===== src/rtl/tx_serialiser_pkg.sv =====
// tx_serialiser_pkg: shared Tx constants, serialiser state type and parity helper
package tx_serialiser_pkg;

    localparam int BITS_PER_BYTE = 8;

    typedef enum logic [1:0] {
        IDLE,
        DATA,
        PARITY
    } tx_ser_state_t;

    function automatic logic odd_parity(input logic [7:0] d);
        return ~^d;
    endfunction

endpackage


===== src/rtl/tx_serialiser.sv =====
// tx_serialiser: byte stream to LSB-first bit stream with optional odd parity after full bytes
module tx_serialiser
    import tx_serialiser_pkg::*;
#(
    parameter bit ADD_PARITY = 1'b1
) (
    input  logic       clk,
    input  logic       rst,
    input  logic [7:0] in_data,
    input  logic       in_data_valid,
    input  logic [2:0] in_data_bits,
    output logic       in_req,
    output logic       out_data,
    output logic       out_data_valid,
    output logic       out_last_bit_in_byte,
    input  logic       out_req
);

    tx_ser_state_t state, state_nx;
    logic [7:0] sr, sr_nx;
    logic [3:0] cnt, cnt_nx, nb;
    logic full, full_nx, par, par_nx;
    logic req_nx, dat_nx, val_nx, last_nx;
    logic final_bit, to_par, shift, boundary, load, stop;

    // decode the events that move a byte through the serialiser
    always_comb begin
        nb        = (in_data_bits == 3'd0) ? 4'(BITS_PER_BYTE) : {1'b0, in_data_bits};
        final_bit = (state == DATA) && (cnt == 4'd1);
        to_par    = out_req && final_bit && full && ADD_PARITY;
        shift     = out_req && (state == DATA) && !final_bit;
        boundary  = out_req && ((final_bit && !(full && ADD_PARITY)) || (state == PARITY));
        load      = in_data_valid && ((state == IDLE) || boundary);
        stop      = boundary && !in_data_valid;
    end

    // next state: load enters DATA, a consumed full byte enters PARITY, an empty boundary idles
    always_comb begin
        state_nx = load ? DATA : to_par ? PARITY : stop ? IDLE : state;
    end

    // next datapath and registered output values
    always_comb begin
        sr_nx   = load ? in_data : shift ? {1'b0, sr[7:1]} : sr;
        cnt_nx  = load ? nb : shift ? cnt - 4'd1 : cnt;
        full_nx = load ? (in_data_bits == 3'd0) : full;
        par_nx  = load ? odd_parity(in_data) : par;
        req_nx  = load;
        dat_nx  = load ? in_data[0] : shift ? sr[1] : to_par ? par : stop ? 1'b0 : out_data;
        val_nx  = load ? 1'b1 : stop ? 1'b0 : out_data_valid;
        last_nx = load ? (in_data_bits == 3'd1) :
                  shift ? ((cnt == 4'd2) && !(full && ADD_PARITY)) :
                  to_par ? 1'b1 : stop ? 1'b0 : out_last_bit_in_byte;
    end

    // state register with datapath and outputs; reset drops any byte in flight
    always_ff @(posedge clk or posedge rst) begin
        if (rst) begin
            state                <= IDLE;
            sr                   <= 8'd0;
            cnt                  <= 4'd0;
            full                 <= 1'b0;
            par                  <= 1'b0;
            in_req               <= 1'b0;
            out_data             <= 1'b0;
            out_data_valid       <= 1'b0;
            out_last_bit_in_byte <= 1'b0;
        end else begin
            state                <= state_nx;
            sr                   <= sr_nx;
            cnt                  <= cnt_nx;
            full                 <= full_nx;
            par                  <= par_nx;
            in_req               <= req_nx;
            out_data             <= dat_nx;
            out_data_valid       <= val_nx;
            out_last_bit_in_byte <= last_nx;
        end
    end

endmodule


===== config.mk =====
export PLATFORM = sky130hd
export DESIGN_NAME = tx_serialiser
export DESIGN_NICKNAME = d
export VERILOG_FILES = /design/src/rtl/tx_serialiser_pkg.sv /design/src/rtl/tx_serialiser.sv
export SDC_FILE = /design/constraint.sdc
export NUM_CORES = 1
export LEC_CHECK = 0
export BUFFER_PORTS_ARGS = -buffer_cell sky130_fd_sc_hd__buf_2
export CORE_UTILIZATION = 35
export DETAILED_ROUTE_END_ITERATION = 6
export GPL_ROUTABILITY_DRIVEN = 1
export PLACE_DENSITY = 0.5
export SLEW_MARGIN = 20
export SYNTH_ARGS = -nofsm -noshare
export SYNTH_HDL_FRONTEND = slang
export SYNTH_SLANG_ARGS = --single-unit

===== constraint.sdc =====
create_clock -name clk -period 3.4 [get_ports clk]
set_input_delay 0.34 -clock clk [delete_from_list [all_inputs] [get_ports clk]]
set_output_delay 0.34 -clock clk [all_outputs]
set_load 0.02 [all_outputs]

# Yosys cells after proc, flatten, opt, wreduce, memory -nomap -nowiden
# Index checks and enable logic that the tools add are counted.
[totals]
elab_cells = 53
out_inout_bits = 4
ff_bits = 20
input_bits = 15
[op_classes]
add_sub_neg = 1
muxes = 16
n_reduce_logical = 22
eq_ne = 5
[op_table]
columns = ["operator", "n"]
rows = [
  ["8-bit 2-to-1 mux", 2],
  ["4-bit 2-to-1 mux", 3],
  ["1-bit logical AND", 10],
  ["1-bit 2-to-1 mux", 8],
  ["8-bit XNOR reduction", 1],
  ["2-bit 2-to-1 mux", 3],
  ["4-bit by 1-bit equality test with 1-bit output (second input constant)", 1],
  ["4-bit by 2-bit equality test with 1-bit output (second input constant)", 1],
  ["2-bit nonzero test", 2],
  ["4-bit nonzero test", 1],
  ["4-bit by 1-bit subtractor with 4-bit output (second input constant)", 1],
  ["3-bit by 1-bit equality test with 1-bit output (second input constant)", 1],
  ["1-bit logical NOT", 3],
  ["3-bit logical NOT", 1],
  ["3-bit nonzero test", 1],
  ["2-bit by 1-bit equality test with 1-bit output (second input constant)", 1],
  ["2-bit equality test (second input constant)", 1],
  ["2-bit logical NOT", 1],
  ["1-bit logical OR", 2],
]

# Depth between registers and ports, before layout
# Gate-level depths: netlist (run 1).
[depth]
depth_word = 10
mapped_depth = 7
ltp_nobuf = 6

# Least setup slack after synthesis (run 1)
# No wires, ideal clock.
[synth_timing]
path_kind = "register -> register"
start = "reg cnt[0]"
end = "reg cnt[1]"
path_slack_ns = 1.715
synth_period_minus_slack_ns = 1.685
t_arrival_ns = 1.559
setup_time_ns = 0.126
t_required_ns = 3.274
path_buffers = 1
stages_incl_launch_ff = 7
cell_sequence = "dfrtp_1 -> ha_1 -> nor3b_1 -> buf_2 -> nor2_2 -> a21oi_2 -> a221o_1"
[synth_via]
elab_chain_cells = 8
elab_cells_between_ends = 13
classes_between = "add/sub (1); eq/ne (1); mux (2); reduce/logical (9)"
[synth_lines]
columns = ["element", "line", "text"]
rows = [
  ["start, declared", "tx_serialiser.sv:21", "logic [3:0] cnt, cnt_nx, nb;"],
  ["start signal, assigned", "tx_serialiser.sv:71", "cnt <= cnt_nx;"],
  ["4-bit by 1-bit equality test with 1-bit output", "tx_serialiser.sv:29", "final_bit = (state == DATA) && (cnt == 4'd1);"],
  ["1-bit logical AND", "tx_serialiser.sv:29", ""],
  ["1-bit logical AND", "tx_serialiser.sv:32", "boundary = out_req && ((final_bit && !(full && ADD_PARITY)) || (state == PARITY));"],
  ["1-bit logical OR", "tx_serialiser.sv:32", ""],
  ["1-bit logical AND", "tx_serialiser.sv:32", ""],
  ["1-bit logical OR", "tx_serialiser.sv:33", "load = in_data_valid && ((state == IDLE) || boundary);"],
  ["1-bit logical AND", "tx_serialiser.sv:33", ""],
  ["4-bit 2-to-1 mux or 2-bit nonzero test (tied branches)", "--", ""],
]
# Parallel ways exist; a longest one is shown, timed or not. The select of a mux whose other input is x is not followed.
# A chain may end at the register's enable or synchronous reset.

# Worst setup path in the final report (run 1)
[layout_timing]
start = "reg cnt[1]"
end = "reg cnt[3]"
# The elaborated chain is that of the path after synthesis.

==> results.txt, run 1 <==
The post-CTS repair timing setup buffer count is 0. The clock tree skew after final layout came out at 0.00214 ns. The sum of overflow across all layers after global routing is 0. The sequential-to-total area share from yosys stat is 42.7%. The maximum buffer depth of the clock tree came out at 2. The register area is 475 sq um. The post-synthesis area per instance came out at 10.9 sq um. In this run the register-to-register setup slack is 1.42 ns. The area of the core region came out at 3030 sq um.

The measured slew at the worst slew-check pin came out at 0.714 ns. The minimum clock period after layout is 1.98 ns. In this run switching power makes up 39.8% of total power. Measured in cells, the most critical reg-to-reg path has a length of 6. The placement row count is 20. The flow ran to the end, and the final reports show no timing, DRC or antenna violations.

The global-route wire length before repair came out at 3.51 mm. Setup repair after global routing left no endpoint under its margin. Of the total synthesized cell area, the portion taken by XOR and XNOR cells is 7.87%. The net switching component of the power came out at 0.375 mW. Clock-pin slew was measured on the worst setup and hold paths at 0.10 ns.

The total wirelength of the detailed-routed design is 2.17 mm. The startpoint type of the worst setup path is a flip-flop. For this run, the post-layout net count is 138. Buffers inserted during clock tree synthesis total 3. The average wire per cell in the routed design came out at 13.3 microns. The number of max-cap violations is 0.

Counting every sink on the clock net gives 19. The fraction of the mapped netlist area in compound gates came out at 22.0%. From left edge to right edge, the die measures 58.4 microns. The total design power is 0.943 mW.

In this run, synthesis inferred 0 flip-flops with an integrated enable. Derived from the worst setup path, the maximum achievable clock frequency is 504 MHz. The prevailing post-synth register cell is dfrtp_1. The cell sitting at the root of the clock tree is a clkbuf_4.

For the worst setup path, the data arrival time is 2.17 ns. The total iterations of the first detailed-routing run is 4. The remaining number of nets flagged by the antenna check after routing is 0. After routing, the total negative slack on setup checks comes to 0 ns. In this run, post-CTS repair resized a total of 0 instances. The initial antenna violation count is 0. The final critical path takes up 58.3% of the cycle. Once detailed placement completed, the half-perimeter wirelength came to 1.63 mm. In this run the count of I/O pins placed on the die edge is 19. The top fanout value on the critical path came out at 20. The die outline area is 3410 sq um.

The number of global-route vias before repair is 795. The number of nets in the synthesized netlist came out at 120. In this run, distinct cell masters in the synthesized netlist total 35. In this run, the number of DRC markers left after iteration 0 of detailed routing was 14. The number of H-tree branching levels came out at 1. The signal on the critical path passes through inv_1 -> ha_1 -> nor3b_1 -> buf_4 -> a32o_2 -> mux2_1.

The die boundary height came out at 58.4 microns. The slowest stage of the critical path is the a32o_2 cell. Power spread over the standard cell area amounts to 763 nW/um^2. The cell-internal power is 0.568 mW. The leakage power came out at 0.609 nW. The footprint of the multi-input gates came out at 562 sq um. The area growth from synthesis to layout came out at 11.0%. The share of total power dissipated in sequential elements is 43.2%. The mux cell area share after synthesis is 3.93%. The starting density of the core is 36.8%. The hold violation total from the final report is 0.

The repair_antennas step left the layout with diodes totalling 0. The largest net degree at the start of global routing is 21. The maximum single-stage delay on the critical path is 0.43 ns.

The worst setup path is captured at a flip-flop. The all-layer global routing usage came out at 13.9%. The count of unresolved DRC violations after routing is 0. In this run the worst hold path is classified as primary input to asynchronous set/reset pin. The arithmetic-cell share of the synthesized area counting full adders, half adders and majority gates came out at 3.37%. The cell count after synthesis came out at 102.

The final setup violation count is 0. The number of fillers in the final layout is 301. In this run the critical register-to-register path is launched from cnt[1]. Broken down by cell family, the worst path's largest delay share belongs to compound AO/OA/AOI/OAI gates. Yosys printed 0 warnings.

The remaining max-slew budget at the tightest pin is 52.4%. The critical path in this run is classified as flip-flop to flip-flop. The share of synthesized registers carrying an async set or reset came out at 100%.

The cell area that synthesis handed to floorplanning was 1110 sq um. By area, the combinational part of the netlist is dominated by compound AO/OA/AOI/OAI gates. The endpoint of the worst register-to-register path is cnt[3]. The data required time at the worst endpoint came out at 3.59 ns. TritonCTS built the clock tree. After Yosys synthesis, and, or, nand and nor cells account for 13.3% of the synthesized area. The number of hold buffers added after CTS was 0. The maximum VDD drop came out at 0.350 mV.

The total count of max-transition violations in the final report came out at 0. The number of synthesized register bits is 19. The routed via count divided by cell count is 5.12. Together, buffers and inverters on the worst path number 2. The number of input and output port buffers inserted is 18.

Final hold analysis gives a worst-case slack of 0.141 ns. The routed layout has 834 vias. The final RePlAce weighted congestion came out at 0.817. Clock latency on the worst-skew pair, taken at its later pin, is 0.30 ns. The combinational share of power is 45.1%. The proportion of layout cells with a drive suffix above 1 is 24.4%. Per report_power, the clock group accounts for 11.8% of the total.
cell families after synthesis:
| family | count (synthesis) |
|---|---|
| muxes | 4 |
| and+or+nand+nor | 22 |
| DFF | 19 |
| xor gates and xnor gates | 10 |
| AOI/OAI and AO/OA | 33 |
| buffers and inverters | 11 |
| adders and majority gates | 3 |
power by group through the flow:
stage	Clock (mW)	Sequential, mW	Combinational [mW]
5_1_grt	0.126	0.418	0.480
2_1_floorplan	0	0.398	0.348
3_3_place_gp	0	0.410	0.426
4_1_cts	0.118	0.406	0.433
3_5_place_dp	0	0.411	0.428
6_report	0.111	0.407	0.425
cells in the mapped netlist (2+ instances only):
cell / number / share of area, %
dfrtp_1: 19 / 43
xnor2_1: 9 / 7.1
a21o_1: 8 / 5.4
a22o_1: 7 / 5.5
nand2_1: 6 / 2.0
a21oi_1: 5 / 2.2
buf_6: 4 / 4.0
inv_1: 4 / 1.3
nor3b_1: 4 / 2.7
ha_1: 3 / 3.4
mux2_1: 3 / 3.0
nor3_1: 3 / 1.3
o21ai_1: 3 / 1.3
a221o_1: 2 / 1.8
a31oi_1: 2 / 1.1
area by class of cell:
| cell class | count | share of cell area, % |
|---|---|---|
| Multi-Input combinational cell | 72 | 45.4 |
| Clock buffer | 3 | 1.82 |
| Clock inverter | 1 | 0.405 |
| Sequential cell | 19 | 38.5 |
| Tap cell | 44 | 4.45 |
| Timing Repair Buffer | 19 | 7.89 |
| Inverter | 5 | 1.52 |
layer usage:
metal | up-vias | part of all wire [%] | global-route usage [%]
met5 | - | 0 | 0
met4 | 0 | 1.2 | 4.08
met3 | 4 | 4.3 | 4.40
met2 | 13 | 46 | 22.2
met1 | 410 | 49 | 18.2
li1 | 407 | - | -
state kept, by name, indices dropped and copies added (netlist names):
signal and cells:
par 1, full 1, state 2, in_req 1, out_last_bit_in_byte 1, sr 7, out_data 1, out_data_valid 1
cnt 4
how the worst max path moves through the flow:
stage	start	endpoint	slack, ns	depth (start not counted)
after global placement	cnt[1]	par	1.49	6
after floorplan	cnt[0]	cnt[1]	1.72	6
after detailed placement	cnt[1]	cnt[3]	1.42	6
after CTS	cnt[1]	cnt[3]	1.40	6
final	cnt[1]	cnt[3]	1.42	6
after global routing	cnt[1]	cnt[3]	1.30	6
placed cells by master (no fill, tap or decap), types with 3 or more instances in the layout:
master / n
a21o_1: 8
a21oi_1: 5
a22o_1: 7
buf_2: 18
clkbuf_4: 3
dfrtp_1: 19
ha_1: 3
inv_1: 4
mux2_1: 3
nand2_1: 6
nor3_1: 3
nor3b_1: 4
o21ai_1: 3
xnor2_1: 9
stage by stage:
stage	utilization, %	setup WS (ns)	std cells	instance area, sq um
floorplan	-	1.72	102	1110
global placement	39.9	1.49	159	1210
detailed placement	39.9	1.42	159	1210
CTS	40.8	1.40	163	1240
global route	40.8	1.30	163	1240
finish	40.8	1.42	163	1240
No activity file was read; power rests on OpenSTA's default activity.
==> run 2, diff against run 1 <==
--- a/config.mk
+++ b/config.mk
@@ -9,7 +9,7 @@
 export CORE_UTILIZATION = 35
 export DETAILED_ROUTE_END_ITERATION = 6
 export GPL_ROUTABILITY_DRIVEN = 1
-export PLACE_DENSITY = 0.5
+export PLACE_DENSITY = 0.52
 export SLEW_MARGIN = 20
 export SYNTH_ARGS = -nofsm -noshare
 export SYNTH_HDL_FRONTEND = slang
==> constraint.sdc (replaced) <==
create_clock -name clk -period 1.7 [get_ports clk]
set_input_delay 0.17 -clock clk [delete_from_list [all_inputs] [get_ports clk]]
set_output_delay 0.17 -clock clk [all_outputs]
set_load 0.02 [all_outputs]
==> run 2 against run 1 <==
  * Die area is the same
  * Non-clock buffer count increased by 22
  * Power increased to 2.5 times the previous value
  * Clock power is 100% higher
  * Maximum frequency is 15% higher
  * Sequential share of layout area down 7.0 points
  * Flip-flop and latch count is the same
  * The run now ends with setup timing left
  * Cell count increased by 13%
  * Core utilization grew 9.1 points
  * Worst setup slack worse by 1.4 ns
==> results.txt, run 2 (synthesis results as in run 1) <==
The flow ran to the end, but the final reports show violations. The checks that failed: setup timing. The slack of the critical path is -0.0202 ns (-1.44 ns). The sink count of the clock tree was 19 (unchanged). The leakage power came out at 0.742 nW (+22%). The clock slew seen by the registers of the worst setup and hold paths came out at 0.10 ns (about the same). The worst setup path is of the flip-flop to flip-flop kind. The count of inserted antenna diode cells is 0 (unchanged). Leaving out fill and tap cells, the most frequent cell in the layout is dfrtp_1. The area growth from synthesis to layout is 35.8%. The average wire per cell in the routed design came out at 13.6 microns (+1.8%). The register with the most flip-flops is sr. The total count of max-transition violations in the final report came out at 0 (unchanged). The remaining max-slew budget at the tightest pin is 82.8% (+30 points). The proportion of layout cells with a drive suffix above 1 is 41.8% (+17 points). The peak clock frequency supported by timing is 581 MHz (+15%). The core occupancy in the finished layout came out at 50.0% (+9.1 points). The die width is 58.4 microns (unchanged). The data required time at the worst endpoint is 1.93 ns (-1.66 ns). The number of global-route vias before repair is 867 (+9.1%). STA classifies the critical path endpoint as a flip-flop. The number of input and output port buffers inserted was 18 (unchanged). The die outline area is 3410 sq um (unchanged). The largest registers in the layout are sr: 7 flops, cnt: 4 flops, state: 2 flops. The number of fillers in the final layout was 286 (-5.0%). The routed metal-1 wire length is 1.17 mm (+10%). The clock tree skew after final layout is 0.00245 ns (+0.000309 ns).

The number of buffers inserted during clock tree synthesis came to 3 (unchanged). The area of the core region came out at 3030 sq um (unchanged). The global-route wire length before repair is 4.09 mm (+17%). The total iterations of the first detailed-routing run is 4 (unchanged).

The remaining number of nets flagged by the antenna check after routing came to 0 (unchanged). The number of H-tree branching levels was 1 (unchanged). The die boundary height is 58.4 microns (unchanged).

The fraction of the cycle the final worst path needs is 101% (+43 points). The final RePlAce weighted congestion is 0.803 (-1.7%). The total design power is 2.37 mW (+150%). The number of top-level pins came out at 19 (unchanged). The starting density of the core came out at 36.8% (unchanged).

The top cell types in the final layout, fill and taps aside, are dfrtp_1 (19), buf_2 (18), buf_4 (16), xnor2_1 (9), a21o_1 (8). The routed via count divided by cell count was 4.96 (-3.0%). The worst hold path begins at in_data_bits[2]. The maximum VDD drop came out at 0.972 mV (+180%). The sum of negative setup slack came out at -0.0337 ns (-0.0337 ns). The sum of overflow across all layers after global routing came out at 0 (unchanged).

The count of unresolved DRC violations after routing came out at 0 (unchanged). The all-layer global routing usage came out at 15.9% (+2.0 points). The hold violation total from the final report was 0 (unchanged). The initial antenna violation count is 0 (unchanged). The total number of vias is 918 (+10%). The flip-flop count of the largest register, all copies and words added came out at 7 (unchanged). The tightest min-delay check is of the primary input to flip-flop type. The startpoint of the worst setup timing path is cnt[0]. STA classifies the critical path startpoint as a flip-flop. The top fanout value on the critical path is 3 (-85%). The total wirelength of the detailed-routed design is 2.51 mm (+16%). The met2 routed wirelength was 1.24 mm (+26%). Setup repair after global routing could not meet its margin everywhere. The highest metal layer carrying signal wires in the routed design is met4.

The number of cells after detailed placement came out at 174 (+9.4%). The number of standard cells in the final layout excluding fillers is 185 (+13%). The power per cell area is 1570 nW/um^2 (+110%). The footprint of the multi-input gates came out at 624 sq um (+11%). The worst register-to-register path begins at cnt[0].

The initial detailed-routing violation count is 26 (+12). The minimum clock period after layout came out at 1.72 ns (-0.262 ns). The post-DP HPWL was 1.82 mm (+12%). TritonCTS built the clock tree. The measured slew at the worst slew-check pin is 0.254 ns (-0.459 ns).

The layout net count is 160 (+16%). The maximum buffer depth of the clock tree came out at 2 (unchanged). The register area came out at 475 sq um (unchanged).

The placement row count is 20 (unchanged). The critical path arrival came out at 1.95 ns (-0.22 ns). The clock network latency to the later pin of the worst-skew pair is 0.29 ns (about the same). The largest net degree at the start of global routing came out at 20 (-4.8%). The number of max-cap violations came out at 0 (unchanged). In this run the clock root is driven by a clkbuf_4. The routed wire length on met3 is 84 microns (-9.7%). The final setup violation count came to 3 (+3).
==> run 2: cell types whose count changed in the layout (fill, tap and decap cells not counted), moves of 2 or more <==
cell | before | now
buf_4 | 1 | 16
buf_6 | 0 | 4
mux2_1 | 3 | 0
mux2_4 | 0 | 3
ha_1 | 3 | 1
ha_4 | 0 | 2
inv_1 | 4 | 2
==> run 2: path summary, 6_finish.rpt <==
path	slack (ns)	to	depth (start not counted)
min in group asynchronous	0.42	sr[7]	4
max in group asynchronous	1.08	sr[1]	4
max reg2reg	-0.02	out_last_bit_in_byte	7
min reg2reg	0.49	sr[4]	1
min	0.12	cnt[2]	3
max	-0.02	out_last_bit_in_byte	7
==> run 2: area by class of cell <==
type,instances,area share (%)
well taps,44,3.64
multi-input cells,72,41.3
inverters,5,1.41
repair buffers,41,20.5
flip-flops and latches,19,31.4
clock buffers,4,1.74
==> run 2: through the flow <==
| step | setup slack (ns) | area (sq um) | hold slack, ns |
|---|---|---|---|
| 4_1_cts | -0.0632 | 1420 | 0.109 |
| 3_3_place_gp | -0.0765 | 1330 | 0.205 |
| 6_report | -0.0202 | 1510 | 0.122 |
| 2_1_floorplan | 0.0154 | 1110 | 0.121 |
| 3_5_place_dp | -0.0788 | 1330 | 0.211 |
| 5_1_grt | -0.115 | 1510 | 0.105 |
==> run 2: timing repair <==
action                     CTS  global route
cloned                       0             1
buffers inserted             3             3
resized for setup            5            14
hold buffers                 1             0
pin swaps                    2            11
hold endpoints to repair    19             0
setup endpoints to repair   13            15
==> run 2: metal layers <==
| metal | up-vias | GRT usage [%] |
|---|---|---|
| met3 | 2 | 5.05 |
| met1 | 447 | 21.2 |
| li1 | 456 | - |
| met2 | 13 | 25.3 |
| met4 | 0 | 3.40 |
| met5 | - | 0 |
==> run 2: power breakdown <==
part	internal, mW	switching (mW)
Sequential	0.638	0.163
Combinational	0.746	0.594
Clock	0.0914	0.135
Total	1.48	0.893
==> run 2: critical path: stages, from the launching register on <==
cell and delay [ns]:
dfrtp_1 0.44, buf_6 0.14, inv_4 0.05, ha_4 0.11, or3b_1 0.35, a2111oi_2 0.36, a311oi_1 0.08, a21oi_1 0.12
